**src/rtl/dcache_write_responder_if.sv**
```systemverilog
// Signal bundle between dcache_write_responder and its environment: store committer,
// tag/data arrays, MSHR and memory write port. The slave modport is the responder's view.
interface dcache_write_responder_if #(
    parameter int ADDR_WIDTH  = 32,
    parameter int LINE_BYTES  = 16,
    parameter int INDEX_WIDTH = 6
);
    localparam int OFFSET_WIDTH = $clog2(LINE_BYTES);
    localparam int TAG_WIDTH    = ADDR_WIDTH - OFFSET_WIDTH - INDEX_WIDTH;

    logic                     dcWriteReq;
    logic [ADDR_WIDTH-1:0]    dcWriteAddr;
    logic [8*LINE_BYTES-1:0]  dcWriteData;
    logic [LINE_BYTES-1:0]    dcWriteByteWE;
    logic                     dcWriteUncachable;
    logic                     dcWriteReqAck;
    logic                     dcWriteBusy;
    logic                     dcWriteHit;

    logic [INDEX_WIDTH-1:0]   tagReadIndex;
    logic [TAG_WIDTH:0]       tagReadData;

    logic                     dataWE;
    logic [INDEX_WIDTH-1:0]   dataWriteIndex;
    logic [8*LINE_BYTES-1:0]  dataWriteData;
    logic [LINE_BYTES-1:0]    dataWriteByteWE;

    logic                     mshrAllocReq;
    logic [ADDR_WIDTH-1:0]    mshrAllocAddr;
    logic                     mshrAllocAck;
    logic                     mshrFillDone;

    logic                     memWriteReq;
    logic [ADDR_WIDTH-1:0]    memWriteAddr;
    logic [8*LINE_BYTES-1:0]  memWriteData;
    logic [LINE_BYTES-1:0]    memWriteByteWE;
    logic                     memWriteAck;

    modport slave (
        input  dcWriteReq, dcWriteAddr, dcWriteData, dcWriteByteWE, dcWriteUncachable,
        output dcWriteReqAck, dcWriteBusy, dcWriteHit,
        output tagReadIndex,
        input  tagReadData,
        output dataWE, dataWriteIndex, dataWriteData, dataWriteByteWE,
        output mshrAllocReq, mshrAllocAddr,
        input  mshrAllocAck, mshrFillDone,
        output memWriteReq, memWriteAddr, memWriteData, memWriteByteWE,
        input  memWriteAck
    );

    modport master (
        output dcWriteReq, dcWriteAddr, dcWriteData, dcWriteByteWE, dcWriteUncachable,
        input  dcWriteReqAck, dcWriteBusy, dcWriteHit,
        input  tagReadIndex,
        output tagReadData,
        input  dataWE, dataWriteIndex, dataWriteData, dataWriteByteWE,
        input  mshrAllocReq, mshrAllocAddr,
        output mshrAllocAck, mshrFillDone,
        input  memWriteReq, memWriteAddr, memWriteData, memWriteByteWE,
        output memWriteAck
    );
endinterface

```
**src/rtl/dcache_write_responder.sv**
```systemverilog
// DCache store write responder: tag lookup, byte-masked line write, miss handling, uncachable writes.
// Define RSD_DCACHE_WRITE_ALLOCATE_EN to allocate on a store miss; otherwise misses write through.
module dcache_write_responder #(
    parameter int ADDR_WIDTH  = 32,
    parameter int LINE_BYTES  = 16,
    parameter int INDEX_WIDTH = 6
) (
    input  logic                    clk,
    input  logic                    rst,
    dcache_write_responder_if.slave bus
);
    localparam int OFFSET_WIDTH = $clog2(LINE_BYTES);
    localparam int TAG_WIDTH    = ADDR_WIDTH - OFFSET_WIDTH - INDEX_WIDTH;

    typedef enum logic [2:0] {
        IDLE,
        TAG,
        WRITE,
`ifdef RSD_DCACHE_WRITE_ALLOCATE_EN
        MISS_ALLOC,
        MISS_WAIT,
        RETAG,
`endif
        UC_WRITE
    } state_e;

    state_e                  state_q, state_d;
    logic [ADDR_WIDTH-1:0]   addr_q, addr_d;
    logic [8*LINE_BYTES-1:0] data_q, data_d;
    logic [LINE_BYTES-1:0]   be_q, be_d;
`ifdef RSD_DCACHE_WRITE_ALLOCATE_EN
    logic                    fillSeen_q, fillSeen_d;
`endif

    logic                    accept;
    logic                    tagHit;
    logic                    writeLine;
    logic                    writeDone;
    logic                    allocReq;
    logic                    memReq;
    logic [INDEX_WIDTH-1:0]  tagIndex;

    assign tagHit = bus.tagReadData[TAG_WIDTH] &&
                    (bus.tagReadData[TAG_WIDTH-1:0] == addr_q[ADDR_WIDTH-1 -: TAG_WIDTH]);

    always_comb begin
        state_d    = state_q;
        addr_d     = addr_q;
        data_d     = data_q;
        be_d       = be_q;
`ifdef RSD_DCACHE_WRITE_ALLOCATE_EN
        fillSeen_d = fillSeen_q;
`endif
        accept     = 1'b0;
        writeLine  = 1'b0;
        writeDone  = 1'b0;
        allocReq   = 1'b0;
        memReq     = 1'b0;
        tagIndex   = '0;

        unique case (state_q)
            IDLE: begin
                // Acceptance is masked while reset is asserted so nothing is acked and then dropped.
                if (bus.dcWriteReq && rst) begin
                    accept   = 1'b1;
                    addr_d   = bus.dcWriteAddr;
                    data_d   = bus.dcWriteData;
                    be_d     = bus.dcWriteByteWE;
                    tagIndex = bus.dcWriteAddr[OFFSET_WIDTH +: INDEX_WIDTH];
                    state_d  = bus.dcWriteUncachable ? UC_WRITE : TAG;
                end
            end
            TAG: begin
`ifdef RSD_DCACHE_WRITE_ALLOCATE_EN
                state_d = tagHit ? WRITE : MISS_ALLOC;
`else
                state_d = tagHit ? WRITE : UC_WRITE;
`endif
            end
            WRITE: begin
                writeLine = 1'b1;
                writeDone = 1'b1;
                state_d   = IDLE;
            end
`ifdef RSD_DCACHE_WRITE_ALLOCATE_EN
            MISS_ALLOC: begin
                allocReq = 1'b1;
                if (bus.mshrAllocAck) begin
                    fillSeen_d = bus.mshrFillDone;
                    state_d    = MISS_WAIT;
                end
            end
            MISS_WAIT: begin
                if (fillSeen_q || bus.mshrFillDone) begin
                    fillSeen_d = 1'b0;
                    state_d    = RETAG;
                end
            end
            RETAG: begin
                tagIndex = addr_q[OFFSET_WIDTH +: INDEX_WIDTH];
                state_d  = TAG;
            end
`endif
            UC_WRITE: begin
                memReq = 1'b1;
                if (bus.memWriteAck) begin
                    writeDone = 1'b1;
                    state_d   = IDLE;
                end
            end
            default: state_d = IDLE;
        endcase
    end

    always_ff @(posedge clk) begin
        if (!rst) begin
            state_q    <= IDLE;
            addr_q     <= '0;
            data_q     <= '0;
            be_q       <= '0;
`ifdef RSD_DCACHE_WRITE_ALLOCATE_EN
            fillSeen_q <= 1'b0;
`endif
        end else begin
            state_q    <= state_d;
            addr_q     <= addr_d;
            data_q     <= data_d;
            be_q       <= be_d;
`ifdef RSD_DCACHE_WRITE_ALLOCATE_EN
            fillSeen_q <= fillSeen_d;
`endif
        end
    end

    assign bus.dcWriteReqAck = accept;
    assign bus.dcWriteBusy   = (state_q != IDLE);
    assign bus.dcWriteHit    = writeDone;
    assign bus.tagReadIndex  = tagIndex;

    // Payload outputs are zero unless their strobe is active, so stale requests never leak out.
    assign bus.dataWE          = writeLine;
    assign bus.dataWriteIndex  = writeLine ? addr_q[OFFSET_WIDTH +: INDEX_WIDTH] : '0;
    assign bus.dataWriteData   = writeLine ? data_q : '0;
    assign bus.dataWriteByteWE = writeLine ? be_q : '0;

    assign bus.mshrAllocReq  = allocReq;
    assign bus.mshrAllocAddr = allocReq ? {addr_q[ADDR_WIDTH-1:OFFSET_WIDTH], {OFFSET_WIDTH{1'b0}}} : '0;

    assign bus.memWriteReq    = memReq;
    assign bus.memWriteAddr   = memReq ? addr_q : '0;
    assign bus.memWriteData   = memReq ? data_q : '0;
    assign bus.memWriteByteWE = memReq ? be_q : '0;
endmodule

```
**src/flat_wrapper.sv**
```systemverilog
// flat-port wrapper written by rule: the top's interface ports become plain ports
module dcache_write_responder_flat 
#(
    parameter int ADDR_WIDTH  = 32,
    parameter int LINE_BYTES  = 16,
    parameter int INDEX_WIDTH = 6
)
  (clk, rst, bus_dcWriteReq, bus_dcWriteAddr, bus_dcWriteData, bus_dcWriteByteWE, bus_dcWriteUncachable, bus_dcWriteReqAck, bus_dcWriteBusy, bus_dcWriteHit, bus_tagReadIndex, bus_tagReadData, bus_dataWE, bus_dataWriteIndex, bus_dataWriteData, bus_dataWriteByteWE, bus_mshrAllocReq, bus_mshrAllocAddr, bus_mshrAllocAck, bus_mshrFillDone, bus_memWriteReq, bus_memWriteAddr, bus_memWriteData, bus_memWriteByteWE, bus_memWriteAck);
  dcache_write_responder_if #(.ADDR_WIDTH(ADDR_WIDTH), .LINE_BYTES(LINE_BYTES), .INDEX_WIDTH(INDEX_WIDTH)) bus_i ();
  input  logic clk;
  input  logic rst;
  input wire logic [$bits(bus_i.dcWriteReq)-1:0] bus_dcWriteReq;
  input wire logic [$bits(bus_i.dcWriteAddr)-1:0] bus_dcWriteAddr;
  input wire logic [$bits(bus_i.dcWriteData)-1:0] bus_dcWriteData;
  input wire logic [$bits(bus_i.dcWriteByteWE)-1:0] bus_dcWriteByteWE;
  input wire logic [$bits(bus_i.dcWriteUncachable)-1:0] bus_dcWriteUncachable;
  output wire logic [$bits(bus_i.dcWriteReqAck)-1:0] bus_dcWriteReqAck;
  output wire logic [$bits(bus_i.dcWriteBusy)-1:0] bus_dcWriteBusy;
  output wire logic [$bits(bus_i.dcWriteHit)-1:0] bus_dcWriteHit;
  output wire logic [$bits(bus_i.tagReadIndex)-1:0] bus_tagReadIndex;
  input wire logic [$bits(bus_i.tagReadData)-1:0] bus_tagReadData;
  output wire logic [$bits(bus_i.dataWE)-1:0] bus_dataWE;
  output wire logic [$bits(bus_i.dataWriteIndex)-1:0] bus_dataWriteIndex;
  output wire logic [$bits(bus_i.dataWriteData)-1:0] bus_dataWriteData;
  output wire logic [$bits(bus_i.dataWriteByteWE)-1:0] bus_dataWriteByteWE;
  output wire logic [$bits(bus_i.mshrAllocReq)-1:0] bus_mshrAllocReq;
  output wire logic [$bits(bus_i.mshrAllocAddr)-1:0] bus_mshrAllocAddr;
  input wire logic [$bits(bus_i.mshrAllocAck)-1:0] bus_mshrAllocAck;
  input wire logic [$bits(bus_i.mshrFillDone)-1:0] bus_mshrFillDone;
  output wire logic [$bits(bus_i.memWriteReq)-1:0] bus_memWriteReq;
  output wire logic [$bits(bus_i.memWriteAddr)-1:0] bus_memWriteAddr;
  output wire logic [$bits(bus_i.memWriteData)-1:0] bus_memWriteData;
  output wire logic [$bits(bus_i.memWriteByteWE)-1:0] bus_memWriteByteWE;
  input wire logic [$bits(bus_i.memWriteAck)-1:0] bus_memWriteAck;
  assign bus_i.dcWriteReq = bus_dcWriteReq;
  assign bus_i.dcWriteAddr = bus_dcWriteAddr;
  assign bus_i.dcWriteData = bus_dcWriteData;
  assign bus_i.dcWriteByteWE = bus_dcWriteByteWE;
  assign bus_i.dcWriteUncachable = bus_dcWriteUncachable;
  assign bus_dcWriteReqAck = bus_i.dcWriteReqAck;
  assign bus_dcWriteBusy = bus_i.dcWriteBusy;
  assign bus_dcWriteHit = bus_i.dcWriteHit;
  assign bus_tagReadIndex = bus_i.tagReadIndex;
  assign bus_i.tagReadData = bus_tagReadData;
  assign bus_dataWE = bus_i.dataWE;
  assign bus_dataWriteIndex = bus_i.dataWriteIndex;
  assign bus_dataWriteData = bus_i.dataWriteData;
  assign bus_dataWriteByteWE = bus_i.dataWriteByteWE;
  assign bus_mshrAllocReq = bus_i.mshrAllocReq;
  assign bus_mshrAllocAddr = bus_i.mshrAllocAddr;
  assign bus_i.mshrAllocAck = bus_mshrAllocAck;
  assign bus_i.mshrFillDone = bus_mshrFillDone;
  assign bus_memWriteReq = bus_i.memWriteReq;
  assign bus_memWriteAddr = bus_i.memWriteAddr;
  assign bus_memWriteData = bus_i.memWriteData;
  assign bus_memWriteByteWE = bus_i.memWriteByteWE;
  assign bus_i.memWriteAck = bus_memWriteAck;
  dcache_write_responder #(.ADDR_WIDTH(ADDR_WIDTH), .LINE_BYTES(LINE_BYTES), .INDEX_WIDTH(INDEX_WIDTH)) u_core (.clk(clk), .rst(rst), .bus(bus_i));
endmodule
```
**config.mk**
```make
export PLATFORM = sky130hd
export DESIGN_NAME = dcache_write_responder_flat
export DESIGN_NICKNAME = d
export VERILOG_FILES = /design/src/rtl/dcache_write_responder_if.sv /design/src/rtl/dcache_write_responder.sv /design/src/flat_wrapper.sv
export SDC_FILE = /design/constraint.sdc
export NUM_CORES = 1
export LEC_CHECK = 0
export ABC_AREA = 1
export BUFFER_PORTS_ARGS = -buffer_cell sky130_fd_sc_hd__buf_2
export CORE_AREA = 2 2 223 225
export DETAILED_ROUTE_END_ITERATION = 7
export DIE_AREA = 0 0 225 227
export SYNTH_ARGS = -nofsm -noshare
export SYNTH_HDL_FRONTEND = slang
export SYNTH_SLANG_ARGS = --single-unit
export TNS_END_PERCENT = 5
```
**constraint.sdc**
```tcl
create_clock -name clk -period 2.1 [get_ports clk]
set_input_delay 0.525 -clock clk [delete_from_list [all_inputs] [get_ports clk]]
set_output_delay 0.525 -clock clk [all_outputs]
set_load 0.01 [all_outputs]
```
==> run_results.csv <==
group,metric,value,unit
outcome,status,"complete, but fails checks",
outcome,violations,"negative setup slack",
layout,num_antenna_cells,0,
clocking,cts_sinks,178,
setup_path,cp_max_fo,12,
setup_path,worstPathBufferInverterCount,4,
die,die_h,227,µm
sta,worst_slew_margin_rel,63.7,%
synthesis,ys_ff_latch,178,
hold_path,min_from,"bus_dcWriteData[49]",
layout,final_cell_mix,"buf_2 (530), nor2_1 (292), inv_1 (206), a21oi_1 (180), dfxtp_1 (176)",
place,portBuffers,540,
setup_path,startpoint_type,"register",
sta,drv_slew,0,
layout,drive_above_1_share,37.6,%
layout,nFillCells,5413,
layout,fin_util,26.9,%
synthesis,avgSynthCellArea,6.67,µm²
power,p_per_area,699,nW/µm²
setup_path,reg2reg_from,"u_core.state_q[1]$_SDFFE_PN0P_",
drt,routed_wl,32.7,mm
die,start_util,17.8,%
drt,routed_via_density,3.94,
place,dpl.hpwl,23.3,mm
clocking,insertion_delay,470,ps
layout,ff_latch_area,3570,µm²
clocking,cts-buffers-inserted,17,
sta,setup_ws,-154,ps
grt,grt_overflow,0,
setup_path,cp_slowest_cell,"dfxtp_4",
setup_path,r2r_cells,9,
synthesis,synth.distinct_cells,20,
setup_path,required,1570,ps
setup_path,max_stage_delay,380,ps
setup_path,cp-end-kind,"primary output",
setup_path,crit_type,"register to primary output",
hold_path,whs_path_depth,3,
setup_path,rr_endpoint,"u_core.be_q[6]$_SDFFE_PN0P_",
drt,vias,9631,
grt,grt_pass1_wl,46.3,mm
drt,drtAntennaViolNets,0,
clocking,htree_levels,4,
drt,drcViolationCount,0,
die,io_pins,576,
sta,period_share,107,%
clocking,cts-root-buf,"clkbuf_16",
synthesis,syn_inst,1293,
sta,period_needed,2250,ps
layout,final_common_cell,"buf_2",
die,coreArea,48500,µm²
setup_path,rrSetupSlack,350,ps
place,placed_cells,2395,
clocking,clock_path_buffers,2,
power,power.leakage,6.46,nW
layout,nNetsFinal,2015,
sta,setup_violations,226,
grt,grt_pass1_vias,8332,
place,finalWeightedCongestion,0.814,
grt,antenna_found_initial,1,
setup_path,arrival,1730,ps
drt,wl_per_cell,13.4,µm
clocking,cts_hold_buf,0,
sta,worstMarginPinSlew,545,ps
sta,timing.fmax,0.444,GHz
layout,area_delta_synth_final,51.3,%
setup_path,critPathTopFamily,"buffers and inverters",
synthesis,syn_area,8630,µm²
flow_run,cap_violations,0,
synthesis,yosysWarnings,0,
drt,drtIter0Drc,404,
synthesis,synth_seq_area_share,41.3,%
layout,stdcell_count,2444,
setup_path,crit_chain,"nor2_4, inv_6, buf_12, clkbuf_16, nor2_1, buf_2",
drt,drtPass1Iterations,5,
power,ir_drop,0.427,mV
die,die_x,225,µm
sta,fin_setup_tns,-12630,ps
hold_path,worst_hold_path_type,"primary input to register",
sta,skew,11.3,ps
die,num_rows,81,
clocking,cts_tree,"built",
die,dieArea,51100,µm²
layout,multiInputGateArea,3690,µm²
sta,grt_setup_unrepaired,"true",
grt,grtUsageTotal,11.9,%
clocking,clk_pin_slew,70,ps
sta,hold_viol_final,0,
hold_path,whs_endpoint,"u_core.data_q[49]$_SDFFE_PN0P_",
grt,grt_start_max_net_pins,105,
==> area by class of cell <==
| type | count | share of cell area [%] |
|---|---|---|
| Tap cell | 622 | 5.96 |
| Inverter | 210 | 6.17 |
| Clock inverter | 11 | 1.32 |
| Multi-Input combinational cell | 812 | 28.2 |
| Timing Repair Buffer | 590 | 27.4 |
| Sequential cell | 178 | 27.3 |
| Clock buffer | 21 | 3.60 |
==> what timing repair did <==
action | 4_1_cts | 5_1_grt
setup endpoints to repair | 295 | 310
resized for setup | 70 | 31
gates cloned | 7 | 3
setup buffers | 6 | 1
pin swaps | 2 | 2
==> power breakdown <==
group / leakage, nW / internal (mW) / switching, mW / total, mW
Combinational: 4.68 / 0.696 / 1.12 / 1.82
Clock: 0.315 / 2.10 / 1.46 / 3.55
Sequential: 1.46 / 3.67 / 0.0860 / 3.76
Total: 6.46 / 6.46 / 2.66 / 9.13
==> cells in the mapped netlist <==
cell type	instances	area (µm²)
conb_1	1	3.75
inv_4	1	6.26
buf_1	4	15.0
buf_2	26	130
dfxtp_1	178	3560
nor2_2	1	6.26
nand2_2	1	6.26
buf_4	36	270
nand3_1	2	10.0
nand2_1	79	297
inv_1	207	777
nor2_1	341	1280
buf_6	32	360
clkbuf_1	27	101
inv_2	2	7.51
o21ai_0	9	45.0
xnor2_1	1	8.76
o21ai_1	164	821
a21oi_1	180	901
nor2_8	1	20.0
==> stage by stage <==
step / area [µm²] / setup WS [ps] / hold slack (ps) / power (mW)
2_1_floorplan: 8750 / 354 / 431 / 4.90
3_3_place_gp: 11700 / 154 / 447 / 5.38
3_5_place_dp: 11700 / 140 / 450 / 5.40
4_1_cts: 12900 / -153 / 249 / 9.23
5_1_grt: 13100 / -238 / 280 / 9.62
6_report: 13100 / -154 / 310 / 9.13
==> flip-flops by register name, indices dropped and copies added, names as in the netlist <==
signal	count
u_core.addr_q	32
u_core.state_q	2
u_core.be_q	16
u_core.data_q	128
==> how the worst max path moves through the flow <==
stage                                         startpoint                       to  slack, ps  cells past startpoint
after floorplan           u_core.state_q[1]$_SDFFE_PN0P_   bus_dataWriteData[100]        350                      6
after global placement    u_core.state_q[0]$_SDFFE_PN0P_    bus_dataWriteData[55]        150                      6
after detailed placement  u_core.state_q[0]$_SDFFE_PN0P_   bus_dataWriteByteWE[5]        140                      6
after CTS                 u_core.state_q[1]$_SDFFE_PN0P_  bus_dataWriteByteWE[10]       -150                      7
after global routing      u_core.state_q[0]$_SDFFE_PN0P_    bus_dataWriteData[26]       -240                      6
final                     u_core.state_q[0]$_SDFFE_PN0P_    bus_dataWriteData[26]       -150                      6
==> cells by family after synthesis <==
family / synth area share, %
AND/OR/NAND/NOR: 18.8
AO/OA/AOI/OAI: 20.5
buffers and inverters: 19.3
flip-flops: 41.3
XOR/XNOR: 0.102
other: 0.0435
==> metal layers <==
layer | vias to the layer above | routed length [µm] | share of wire [%] | track usage (%)
met3 | 33 | 2550 | 7.8 | 3.85
met4 | 2 | 581 | 1.8 | 4.59
met5 | - | 13 | 0.040 | 0
li1 | 4957 | - | - | -
met2 | 386 | 15700 | 48 | 20.4
met1 | 4253 | 13900 | 42 | 13.9
==> tightest hold or removal path, cell delays in order <==
cell     delay (ps)
buf_2            70
o21ai_1          50
a21oi_1         100
(Power assumes the default switching activity.)
